--- src/rtl/mem_arb_pkg.sv ---
// Shared definitions for the unified-memory arbiter: FSM state encoding,
// grant identifiers and the wait-counter width helper.
package mem_arb_pkg;

    typedef enum logic [1:0] {
        IDLE     = 2'd0,
        CORE_ACC = 2'd1,
        EXT_ACC  = 2'd2
    } arb_state_t;

    localparam logic GNT_CORE = 1'b0;
    localparam logic GNT_EXT  = 1'b1;

    // Width of a counter holding 0..wait_cycles; never narrower than one bit.
    function automatic int unsigned cnt_width(input int unsigned wait_cycles);
        return (wait_cycles > 0) ? $clog2(wait_cycles + 1) : 1;
    endfunction

endpackage

--- src/rtl/mem_arb_wait_ctr.sv ---
// Loadable down-counter with zero flag. Sequences the wait states of one
// memory access; holds at zero when not decrementing.
module mem_arb_wait_ctr #(
    parameter int unsigned WIDTH = 1
) (
    input  logic             clk,
    input  logic             reset,
    input  logic             load,
    input  logic [WIDTH-1:0] load_val,
    input  logic             dec,
    output logic             zero
);

    logic [WIDTH-1:0] cnt;

    // Load takes priority; decrement stops at zero so the flag stays stable.
    always_ff @(posedge clk) begin
        if (reset) begin
            cnt <= '0;
        end else if (load) begin
            cnt <= load_val;
        end else if (dec && (cnt != '0)) begin
            cnt <= cnt - 1'b1;
        end
    end

    assign zero = (cnt == '0);

endmodule

--- src/rtl/mem_arbiter.sv ---
// Arbiter between the multicycle core and the external loader/debug port for
// the single unified memory. Each access takes WAIT_CYCLES+1 memory cycles
// followed by a registered done pulse; ties alternate between requesters.
// Optional feature: define MEM_ARB_STALLCNT_EN to add a saturating stall_cnt
// output counting the cycles core_stall is high.
module mem_arbiter #(
    parameter int unsigned WAIT_CYCLES = 1,
    parameter int unsigned AW          = 32,
    parameter int unsigned DW          = 32
) (
    input  logic          clk,
    input  logic          reset,
    input  logic          core_req,
    input  logic          core_we,
    input  logic [AW-1:0] core_adr,
    input  logic [DW-1:0] core_wd,
    output logic [DW-1:0] core_rd,
    output logic          core_done,
    output logic          core_stall,
    input  logic          ext_req,
    input  logic          ext_we,
    input  logic [AW-1:0] ext_adr,
    input  logic [DW-1:0] ext_wd,
    output logic [DW-1:0] ext_rd,
    output logic          ext_done,
    output logic          mem_en,
    output logic          mem_we,
    output logic [AW-1:0] mem_adr,
    output logic [DW-1:0] mem_wd,
    input  logic [DW-1:0] mem_rd
`ifdef MEM_ARB_STALLCNT_EN
    ,
    output logic [31:0]   stall_cnt
`endif
);

    import mem_arb_pkg::*;

    localparam int unsigned     CW        = cnt_width(WAIT_CYCLES);
    localparam logic [CW-1:0]   WAIT_LOAD = CW'(WAIT_CYCLES);

    arb_state_t state;
    logic       last_gnt;
    logic       grant_core;
    logic       grant_ext;
    logic       wcnt_zero;

    // Arbitration in IDLE: lone requester wins, a tie goes to the port not served last.
    always_comb begin
        grant_core = 1'b0;
        grant_ext  = 1'b0;
        if (state == IDLE) begin
            if (core_req && ext_req) begin
                if (last_gnt == GNT_EXT) begin
                    grant_core = 1'b1;
                end else begin
                    grant_ext = 1'b1;
                end
            end else if (core_req) begin
                grant_core = 1'b1;
            end else if (ext_req) begin
                grant_ext = 1'b1;
            end
        end
    end

    mem_arb_wait_ctr #(
        .WIDTH (CW)
    ) u_wait_ctr (
        .clk      (clk),
        .reset    (reset),
        .load     (grant_core | grant_ext),
        .load_val (WAIT_LOAD),
        .dec      (state != IDLE),
        .zero     (wcnt_zero)
    );

    // Main FSM with registered read data and done pulses.
    always_ff @(posedge clk) begin
        if (reset) begin
            state     <= IDLE;
            last_gnt  <= GNT_EXT;
            core_rd   <= '0;
            ext_rd    <= '0;
            core_done <= 1'b0;
            ext_done  <= 1'b0;
        end else begin
            core_done <= 1'b0;
            ext_done  <= 1'b0;
            case (state)
                IDLE: begin
                    if (grant_core) begin
                        state    <= CORE_ACC;
                        last_gnt <= GNT_CORE;
                    end else if (grant_ext) begin
                        state    <= EXT_ACC;
                        last_gnt <= GNT_EXT;
                    end
                end
                CORE_ACC: begin
                    if (wcnt_zero) begin
                        if (!core_we) begin
                            core_rd <= mem_rd;
                        end
                        core_done <= 1'b1;
                        state     <= IDLE;
                    end
                end
                EXT_ACC: begin
                    if (wcnt_zero) begin
                        if (!ext_we) begin
                            ext_rd <= mem_rd;
                        end
                        ext_done <= 1'b1;
                        state    <= IDLE;
                    end
                end
                default: state <= IDLE;
            endcase
        end
    end

    // Memory-side mux; core path is the idle default so the address is never floating.
    always_comb begin
        mem_en  = (state == CORE_ACC) || (state == EXT_ACC);
        mem_we  = ((state == CORE_ACC) && core_we) || ((state == EXT_ACC) && ext_we);
        mem_adr = (state == EXT_ACC) ? ext_adr : core_adr;
        mem_wd  = (state == EXT_ACC) ? ext_wd  : core_wd;
    end

    assign core_stall = core_req & ~core_done;

`ifdef MEM_ARB_STALLCNT_EN
    // Saturating count of core stall cycles.
    always_ff @(posedge clk) begin
        if (reset) begin
            stall_cnt <= '0;
        end else if (core_stall && (stall_cnt != 32'hFFFF_FFFF)) begin
            stall_cnt <= stall_cnt + 32'd1;
        end
    end
`endif

endmodule
--- config.mk ---
export PLATFORM = sky130hd
export DESIGN_NAME = mem_arbiter
export DESIGN_NICKNAME = d
export VERILOG_FILES = /design/src/rtl/mem_arb_pkg.sv /design/src/rtl/mem_arb_wait_ctr.sv /design/src/rtl/mem_arbiter.sv
export SDC_FILE = /design/constraint.sdc
export NUM_CORES = 1
export LEC_CHECK = 0
export ABC_AREA = 0
export BUFFER_PORTS_ARGS = -buffer_cell sky130_fd_sc_hd__buf_2
export CAP_MARGIN = 20
export CORE_AREA = 2 2 115 117
export CTS_CLUSTER_SIZE = 8
export DETAILED_ROUTE_END_ITERATION = 10
export DIE_AREA = 0 0 117 119
export PLACE_DENSITY = 0.7
export SETUP_SLACK_MARGIN = 0.2
export SLEW_MARGIN = 20
export SYNTH_ARGS = -nofsm -noshare
export SYNTH_HDL_FRONTEND = slang
export SYNTH_SLANG_ARGS = --single-unit
--- constraint.sdc ---
create_clock -name clk -period 2 [get_ports clk]
set_clock_uncertainty 0.15 [all_clocks]
set_input_delay 0.1 -clock clk [delete_from_list [all_inputs] [get_ports clk]]
set_output_delay 0.1 -clock clk [all_outputs]
set_load 0.03 [all_outputs]
# [Word-level counts from Yosys, hierarchy flattened]
# Index checks and enable logic that the tools add are counted.
[totals] regBits=70 in_bits=166 out_inout_bits=133 elab_cells=57
[classes] add_sub_neg=1 eq_ne=4 muxes=20 bitwise_logic=8 n_reduce_logical=17
[ops] operator="$mux W32" count=2
[ops] operator="$mux W1" count=14
[ops] operator="$mux W2" count=3
[ops] operator="$not A1 Y1" count=6
[ops] operator="$reduce_and A3 Y1" count=2
[ops] operator="$reduce_bool A2 Y1" count=3
[ops] operator="$reduce_or A2 Y1" count=3
[ops] operator="$logic_and A1 B1 Y1" count=4
[ops] operator="$pmux W2 S2" count=1
[ops] operator="$reduce_and A2 Y1" count=2
[ops] operator="$ne A3 B3 Y1 const B" count=1
[ops] operator="$eq A2 B1 Y1 const B" count=1
[ops] operator="$eq A2 B2 Y1 const B" count=1
[ops] operator="$logic_not A2 Y1" count=1
[ops] operator="$logic_or A1 B1 Y1" count=2
[ops] operator="$ne A2 B2 Y1 const B" count=1
[ops] operator="$and A1 B1 Y1" count=1
[ops] operator="$or A1 B1 Y1" count=1
[ops] operator="$sub A1 B1 Y1 const B" count=1

# [Depth between registers and ports, before layout]
# Gate-level depths: netlist of run 1.
[logic_depth] depth_word=7 mapped_depth=7 ltp_nobuf=5

# [Hierarchy]
# A second synthesis of run 1 with hierarchy kept.
[unflattened] cells_unflattened=388 hier_area_um2=3342.0
[by_module_without_submodules] mod="mem_arbiter" instances=1 cells_per_inst=384 area_each_um2=3294.4 seq_area_each_um2=1381.3
[by_module_without_submodules] mod="mem_arb_wait_ctr" instances=1 cells_per_inst=4 area_each_um2=47.5 seq_area_each_um2=20.0

# [Worst setup path before layout of run 1]
# Ideal clock, no wire load.
[synth_timing] path_kind="register to output" startpoint="register state[0]" endpoint="output port mem_adr[11]" arrival_ns=1.402 setup_slack_ns=0.348 path_stages_with_launch=6 cell_sequence="dfxtp_1 -> inv_1 -> ha_1 -> buf_2 -> buf_2 -> mux2_2"
[synth_between] elab_chain_len=2
[synth_lines] element="from (decl)" line_no="mem_arbiter.sv:42" source="arb_state_t state;"
[synth_lines] element="from (signal assigned)" line_no="mem_arbiter.sv:81" source="state <= IDLE;"
[synth_lines] element="from (signal assigned)" line_no="mem_arbiter.sv:93" source="state <= CORE_ACC;"
[synth_lines] element="from (signal assigned)" line_no="mem_arbiter.sv:96" source="state <= EXT_ACC;"
[synth_lines] element="$eq A2 B2 Y1" line_no="mem_arbiter.sv:127" source="mem_adr = (state == EXT_ACC) ? ext_adr : core_adr;"
[synth_lines] element="$mux W32" line_no="mem_arbiter.sv:127"
[synth_lines] element="to (decl)" line_no="mem_arbiter.sv:28" source="output logic [AW-1:0] mem_adr,"
# No other way between the ends.

# [Worst setup path in the final report of run 1]
[layout_timing] startpoint="register state[0]" endpoint="output port mem_wd[13]"
[layout_between] elab_chain_len=2
[layout_lines] element="$eq A2 B2 Y1" line_no="mem_arbiter.sv:128" source="mem_wd = (state == EXT_ACC) ? ext_wd : core_wd;"
[layout_lines] element="$mux W32" line_no="mem_arbiter.sv:128"
[layout_lines] element="to (decl)" line_no="mem_arbiter.sv:29" source="output logic [DW-1:0] mem_wd,"
# No other way between the ends.

==> flow_results.org, run 1 <==
** Routing
- Once detail routing completed, the nets flagged for antenna violations numbered 0.
- After detailed routing, the total wire length is 17.3 mm.
- Length of the first detailed-routing pass in iterations :: 4
- Overall via count from detail_route :: 4,131
- Final routed wire length divided by cell count :: 19.0 um
- DRC viols :: 0
- After the first detailed-routing iteration, the DRC count stood at 376.
- After detailed routing, the number of vias per cell comes to 4.54.

** Synthesis
- The number of nets in the synthesized netlist is 554.
- For this run, the register share of the synthesized area comes to 42.3%.
- In this run the biggest area consumer among cell types represents 42.3% of the synthesized area.
- Synthesis produced a netlist whose cell count is 385.
- Flops & latches, synth :: 70
- Cell area after synthesis :: 0.00331 mm2
- The synthesized netlist contains 21 unique library cells.
- Synth area leaders :: sky130_fd_sc_hd__dfxtp_1, sky130_fd_sc_hd__mux2_2, sky130_fd_sc_hd__nand2_1
- Cell taking the most area after synthesis :: sky130_fd_sc_hd__dfxtp_1
- During synthesis, Yosys emitted a total of 0 warnings.
- After synthesis, the mean cell area works out to 8.61 um2.

** STA
- Headroom to the max-slew limit came out at 64.0%.
- The hold violation total from the final report came to 0.
- Setup violations remaining at the end of the flow were counted as 0.
- Sum of negative setup slack :: 0 ns
- Achievable Freq :: 513 MHz
- The final critical path takes up 97.5% of the cycle.
- The number of max-slew violations in the final report was 0.
- Setup repair after global routing could not meet its margin everywhere.
- Post-layout minimum cycle time :: 1.95 ns
- At the pin with the least slew margin, the transition time is 0.539 ns.

** Critical path
- The number of cells on the worst reg-to-reg path is 7.
- The worst setup path is launched from a flip-flop.
- STA puts the critical path data required time at 1.75 ns.
- Worst-path maximum fanout :: 12
- Crit-path slowest cell :: sky130_fd_sc_hd__mux2_2
- Slowest cell delay on critical path :: 0.35 ns
- The critical path crosses 6 cells after its start point.
- Worst path buffer plus inverter count :: 4
- The most numerous cell type found on the critical path is sky130_fd_sc_hd__buf_4.
- Critical path, cell by cell :: inv_2, ha_4, buf_4, buf_16, mux2_2, buf_4
- The worst setup path is captured at a primary output.
- Largest delay share family, worst path :: buffers and inverters
- The critical path in this run is classified as flip-flop to primary output.
- Worst Path Arrival :: 1.70 ns

** Cells and area
- Post-route design area :: 0.00613 mm2
- The net count of the finished layout is 893.
- Excluding fillers, the count of instances in the completed layout stands at 910.
- Post-Route Utilization :: 47.6%
- Fraction of layout instances using a drive strength above 1 :: 56.4%
- Commonest cells after routing, fill and taps aside :: sky130_fd_sc_hd__buf_2, sky130_fd_sc_hd__nand2_1, sky130_fd_sc_hd__dfxtp_1
- Relative to the synthesized area, the layout overhead comes to 84.8%.
- Most common cell after layout, fill and taps aside :: sky130_fd_sc_hd__buf_2

** CTS
- CTS H-Tree Depth :: 3
- CTS placed an instance of sky130_fd_sc_hd__clkbuf_16 at the clock tree root.
- The number of clock buffers added by TritonCTS is 9.
- Clock sink count :: 70
- For the worst-skew pair, the clock arrives at the later sink with an insertion delay of 0.32 ns.
- TritonCTS built the clock tree.
- Max Root-Sink Buffers :: 2
- Clk pin slew, worst setup/hold paths :: 0.06 ns

** Placed design
- Routability-driven placement finished with a final weighted congestion of 0.854.
- Once placement completed, the tool counted placed cells totaling 841.
- Input and output buffers added on the ports amount to 298.
- Detailed placement ended at an HPWL of 13.3 mm.
- DP Area :: 0.00498 mm2

** Die
- Die Span X :: 117 um
- Overall die area :: 0.0139 mm2
- Std-Cell Rows :: 42
- The initial utilization of the core area, before any placement, comes to 25.7%.
- During I/O placement, the number of pins put on the boundary was 299.
- Die Ht :: 119 um
- In this run the standard cell core region covers 0.0129 mm2.

** Global routing
- For met3 alone, demand over resource in global routing was 10.7%.
- Overflow left after global routing :: 0
- The first global-routing pass estimated 24.3 mm of wire.
- Entering global routing, the biggest net connects 33 pins.
- After global routing, the most crowded layer is met2.
- For this run, global-route usage on met2 was measured as 44.8%.
- In the global route stage, met1 resource usage came out at 24.9%.
- The number of global-route vias before repair is 4,016.
- Number of antenna violations at the first check in global routing :: 13
- Global router's overall resource usage :: 24.2%

** Worst hold path
- Worst Hold Class :: input port to flip-flop
- Cell depth of the worst min-delay path :: 2

** Pwr
- For this design the static power due to leakage is 2.88 nW.
- For this design the ratio of total power to cell area is 728 mW/mm2.
- VDD sags by at most 0.345 mV.

** Outcome
- Outcome :: finished clean

** Flow run
- Max Cap Viol :: 0
==> final cells by class <==
| cell class | count | area (um2) |
|---|---|---|
| repair buffers | 358 | 2380 |
| multi-input cells | 282 | 1790 |
| well taps | 176 | 220 |
| fillers | 1259 | 6750 |
| diodes | 5 | 12.5 |
| inverters | 3 | 11.3 |
| flip-flops and latches | 70 | 1400 |
| clock buffers | 9 | 225 |
| clock inverters | 7 | 80.1 |
==> sequential cells by signal, indices dropped and copies added, names as in the netlist <==
| signal | cells |
|---|---|
| core_done | 1 |
| state | 2 |
| core_rd | 32 |
| last_gnt | 1 |
| ext_done | 1 |
| ext_rd | 32 |
| u_wait_ctr.cnt | 1 |
==> where the power goes <==
group / leakage (nW) / switching, mW / total, mW / internal (mW)
clock: 0.148 / 0.646 / 1.63 / 0.983
sequential: 0.567 / 0.0330 / 1.48 / 1.44
combinational: 2.16 / 0.729 / 1.35 / 0.625
total: 2.88 / 1.41 / 4.46 / 3.05
==> layer usage <==
layer	vias to the layer above	wire [um]
li1	1982	-
met1	1911	6060
met2	196	9190
met3	28	1740
met4	14	170
met5	-	90
==> worst paths after layout <==
| kind | slack [ns] | startpoint | end |
|---|---|---|---|
| worst min register to register | 0.30 | core_rd[15]$_SDFFE_PP0P_ | core_rd[15]$_SDFFE_PP0P_ |
| worst min-delay path | 0.11 | reset | core_rd[20]$_SDFFE_PP0P_ |
| worst max register to register | 0.24 | state[0]$_SDFFE_PP0P_ | ext_rd[17]$_SDFFE_PP0P_ |
| worst max-delay path | 0.05 | state[0]$_SDFFE_PP0P_ | mem_wd[13] |
==> timing repair <==
action,4_1_cts,5_1_grt
setup endpoints to repair,64,64
resized for setup,90,11
pin swaps,0,1
gates cloned,5,0
buffers inserted,8,1
hold endpoints to repair,67,0
hold buffers,34,0
==> worst register-to-register path: cells and delay by family (launching register included) <==
| kind | cells | cell delay [ns] |
|---|---|---|
| AND/OR/NAND/NOR | 2 | 0.47 |
| flip-flops | 1 | 0.32 |
| buffers and inverters | 3 | 0.43 |
| AO/OA/AOI/OAI | 1 | 0.07 |
| adder cells (fa/ha/maj) | 1 | 0.18 |
==> metrics by stage <==
step	hold WS, ns	worst slack [ns]	power, mW
after global routing	0.121	0.00631	4.65
after floorplan	0.0860	0.348	2.18
after detailed placement	0.210	0.248	2.60
after global placement	0.203	0.262	2.59
final	0.111	0.0510	4.46
after CTS	0.109	0.0563	4.47
==> cell usage after synthesis <==
master                      instances
sky130_fd_sc_hd__o21ai_0            2
sky130_fd_sc_hd__a22o_1             1
sky130_fd_sc_hd__nor3b_2            2
sky130_fd_sc_hd__nand2_1          130
sky130_fd_sc_hd__or2_2              1
sky130_fd_sc_hd__or3b_1             2
sky130_fd_sc_hd__o2111ai_1          1
sky130_fd_sc_hd__buf_2             15
sky130_fd_sc_hd__a31oi_1            1
sky130_fd_sc_hd__nor3_1             1
sky130_fd_sc_hd__nor3b_1            4
sky130_fd_sc_hd__ha_1               3
sky130_fd_sc_hd__nor2b_1            1
sky130_fd_sc_hd__mux2_2            64
sky130_fd_sc_hd__dfxtp_1           70
sky130_fd_sc_hd__inv_1              3
sky130_fd_sc_hd__clkbuf_1           8
sky130_fd_sc_hd__and2_1             1
sky130_fd_sc_hd__buf_6              7
sky130_fd_sc_hd__nand4_1            1
sky130_fd_sc_hd__a21oi_1           67
==> cells by family (layout without fill, tap and decap cells) <==
kind of cell / after synthesis / after routing / synth area share, %
AOI/OAI and AO/OA: 72 / 72 / 11.1
adders and majority gates: 3 / 3 / 1.13
buffers and inverters: 33 / 377 / 5.89
DFF: 70 / 70 / 42.3
muxes: 64 / 64 / 21.7
other: 0 / 5 / 0
and+or+nand+nor: 143 / 143 / 17.8
No activity file was read; power rests on OpenSTA's default activity.
==> run 2: changes to the inputs <==
--- a/config.mk
+++ b/config.mk
@@ -8,11 +8,13 @@
 export ABC_AREA = 0
 export BUFFER_PORTS_ARGS = -buffer_cell sky130_fd_sc_hd__buf_2
 export CAP_MARGIN = 20
-export CORE_AREA = 2 2 115 117
+export CELL_PAD_IN_SITES_DETAIL_PLACEMENT = 1
+export CELL_PAD_IN_SITES_GLOBAL_PLACEMENT = 2
+export CORE_ASPECT_RATIO = 1.1
+export CORE_UTILIZATION = 18
 export CTS_CLUSTER_SIZE = 8
 export DETAILED_ROUTE_END_ITERATION = 10
-export DIE_AREA = 0 0 117 119
-export PLACE_DENSITY = 0.7
+export PLACE_DENSITY = 0.89
 export SETUP_SLACK_MARGIN = 0.2
 export SLEW_MARGIN = 20
 export SYNTH_ARGS = -nofsm -noshare
==> flow_results.org, run 2 (synthesized netlist as in run 1, its figures left out) <==
** Global routing
- In the global route stage, overall resource usage came out at 19.0%.
- Global-route wire length before repair :: 26.4 mm
- Pin count of the biggest net entering global routing :: 36
- Overflow left after global routing :: 0
- Vias in the first global route :: 4,450
- The initial antenna violation count is 7.

** Die
- The die is 131 um wide.
- After floorplanning, the core was divided into 51 placement rows.
- For this design the top-level I/O count stands at 299.
- Die Ht :: 144 um
- Area inside the core boundary :: 0.0179 mm2
- Overall die area :: 0.0190 mm2
- Once the floorplan was initialized, standard cells occupied 18.6% of the core.

** Placed design
- Final HPWL from detailed placement :: 13.7 mm
- Counting tap cells, the placed design contains a total of 904 instances.
- The count of buffers added on input and output ports is 298.
- At the end of routability-driven placement, the weighted congestion stood at 0.807.

** Cells and area
- The largest registers in the layout are core_rd x32, ext_rd x32, state x2.
- At the end of the flow, the number of nets in the layout was 897.
- The library cell used most frequently in the layout, excluding fill and tap cells, is sky130_fd_sc_hd__buf_2.
- Final cell count without fillers :: 975
- In the final layout, the multi-input gates occupy 0.00193 mm2.
- In the layout the commonest cells are sky130_fd_sc_hd__buf_2, sky130_fd_sc_hd__nand2_1, sky130_fd_sc_hd__dfxtp_1.
- The sequential cells in the finished layout cover a total of 0.00140 mm2.
- Of the cells placed in the final design, the portion with a size suffix greater than 1 is 56.6%.
- Compared with the post-synthesis result, the final layout area differs by 102%.
- The filler cells instantiated in the layout total 2,173.

** CTS
- Clock sink count :: 70
- CTS H-Tree Depth :: 3
- TritonCTS built the clock tree.
- Root buffer selected by CTS :: sky130_fd_sc_hd__clkbuf_16
- After clock tree synthesis, the clock-pin slew on the worst setup and hold paths is 0.06 ns.
- Clk Latency, worst-skew pair :: 0.32 ns
- Num CTS Buffers :: 9
- Max Root-Sink Buffers :: 2

** STA
- Pin slew with the least headroom to its limit :: 0.310 ns
- Post-layout worst setup margin :: -0.00729 ns
- Final Hold Fails :: 0
- Subtracting the final worst setup slack from the clock period gives 2.01 ns.
- The number of max-slew violations in the final report is 0.
- Sum of negative setup slack :: -0.0232 ns
- Setup violations remaining at the end of the flow were counted as 7.
- Worst hold slack after final layout :: 0.158 ns
- In this run the tightest slew margin relative to its limit is 79.3%.
- Achievable Freq :: 498 MHz
- After layout, the worst path uses 100% of the clock period.
- Setup repair after global routing missed its margin :: yes

** Critical path
- The worst setup path is of the flip-flop to primary output kind.
- The largest single stage delay on the critical path is 0.35 ns.
- Critical path, cell by cell :: inv_2, ha_4, buf_6, buf_12, buf_16, mux2_2, buf_6
- Worst path buffer plus inverter count :: 5
- Most used cell, CP :: sky130_fd_sc_hd__buf_6
- STA classifies the critical path endpoint as a primary output.
- The worst setup path is launched from a flip-flop.
- Largest delay share family, worst path :: buffers and inverters
- Data required time at the worst endpoint :: 1.75 ns
- Crit-path slowest cell :: sky130_fd_sc_hd__mux2_2
- Worst-path maximum fanout :: 11
- Worst Path Arrival :: 1.76 ns
- Start point of the critical path :: state[0]$_SDFFE_PP0P_
- Origin of the critical flop-to-flop path :: state[0]$_SDFFE_PP0P_

** Pwr
- The worst-case IR drop observed on VDD is 0.361 mV.
- Cell Pwr Density :: 697 mW/mm2
- Reported leakage power :: 3.13 nW

** Outcome
- Outcome :: finished with violations
- The final reports fail on negative setup slack.

** Routing
- DRC viols :: 0
- Detailed router's first-iteration violation count :: 153
- For this block, the routed nets add up to 18.8 mm of wire.
- Final routed wire length divided by cell count :: 19.3 um
- The final route contains 4,187 vias.
- In this run the remaining antenna-violating nets after routing total 0.
- After detailed routing, the number of vias per cell comes to 4.29.
- The first TritonRoute pass finished after 4 iterations.

** Flow run
- Max Cap Viol :: 0

** Worst hold path
- In this run the most critical hold path is launched from core_we.
- The path class of the tightest hold or removal check is input port to flip-flop.
## run 2: cell types whose count changed in the layout (fill, tap and decap cells not counted), moves of 3 or more
cell and delta:
sky130_fd_sc_hd__buf_4 -56, sky130_fd_sc_hd__buf_8 +3, sky130_fd_sc_hd__mux2_4 +37, sky130_fd_sc_hd__buf_6 +50, sky130_fd_sc_hd__clkbuf_16 +3, sky130_fd_sc_hd__buf_12 +3, sky130_fd_sc_hd__mux2_2 -37
## run 2: report_power, final
| group | leakage (nW) | switching (mW) | internal (mW) |
|---|---|---|---|
| sequential | 0.567 | 0.0288 | 1.44 |
| combinational | 2.41 | 0.807 | 0.775 |
| clock | 0.152 | 0.586 | 1.03 |
| total | 3.13 | 1.42 | 3.25 |
## run 2: timing repair
| item | CTS | global route |
|---|---|---|
| pin swaps | 1 | 2 |
| endpoints found under the setup margin | 65 | 97 |
| cloned | 5 | 3 |
| hold buffers | 35 | 0 |
| setup buffers | 7 | 1 |
| hold endpoints to repair | 67 | 0 |
| gates resized for setup | 185 | 20 |
## run 2: through the flow
stage | util (%) | area [um2] | power, mW | setup WS [ns]
2_1_floorplan | - | 3310 | 2.18 | 0.348
3_3_place_gp | 28.3 | 5060 | 2.62 | 0.262
3_5_place_dp | 28.3 | 5060 | 2.63 | 0.193
4_1_cts | 36.6 | 6530 | 4.68 | -0.00121
5_1_grt | 37.5 | 6690 | 4.87 | -0.0703
6_report | 37.5 | 6700 | 4.67 | -0.00729
## run 2: area by class of cell
cell class,instances,area share (%)
Sequential cell,70,21.0
Clock inverter,4,0.672
Antenna cell,4,0.149
Multi-Input combinational cell,282,28.9
Timing Repair Buffer,362,40.9
Tap cell,238,4.44
Inverter,3,0.168
Clock buffer,12,3.83
## run 2: final timing paths
kind	to	slack (ns)	depth (start not counted)
min	core_rd[18]$_SDFFE_PP0P_	0.16	5
max reg2reg	ext_rd[29]$_SDFFE_PP0P_	0.24	7
min reg2reg	ext_rd[24]$_SDFFE_PP0P_	0.30	2
max	mem_wd[7]	-0.007	7
## run 2: routing by layer
layer / routed length [um] / global-route usage [%] / up-vias
li1: - / - / 1979
met1: 7040 / 19.2 / 1986
met2: 9760 / 36.1 / 183
met3: 1520 / 6.98 / 35
met4: 452 / 6.55 / 4
met5: 22 / 0 / -
## run 2: tightest hold or removal path: stages
cell	delay, ns
sky130_fd_sc_hd__buf_2	0.12
sky130_fd_sc_hd__nor3b_4	0.05
sky130_fd_sc_hd__buf_4	0.18
sky130_fd_sc_hd__nand2_1	0.08
sky130_fd_sc_hd__a21oi_1	0.05
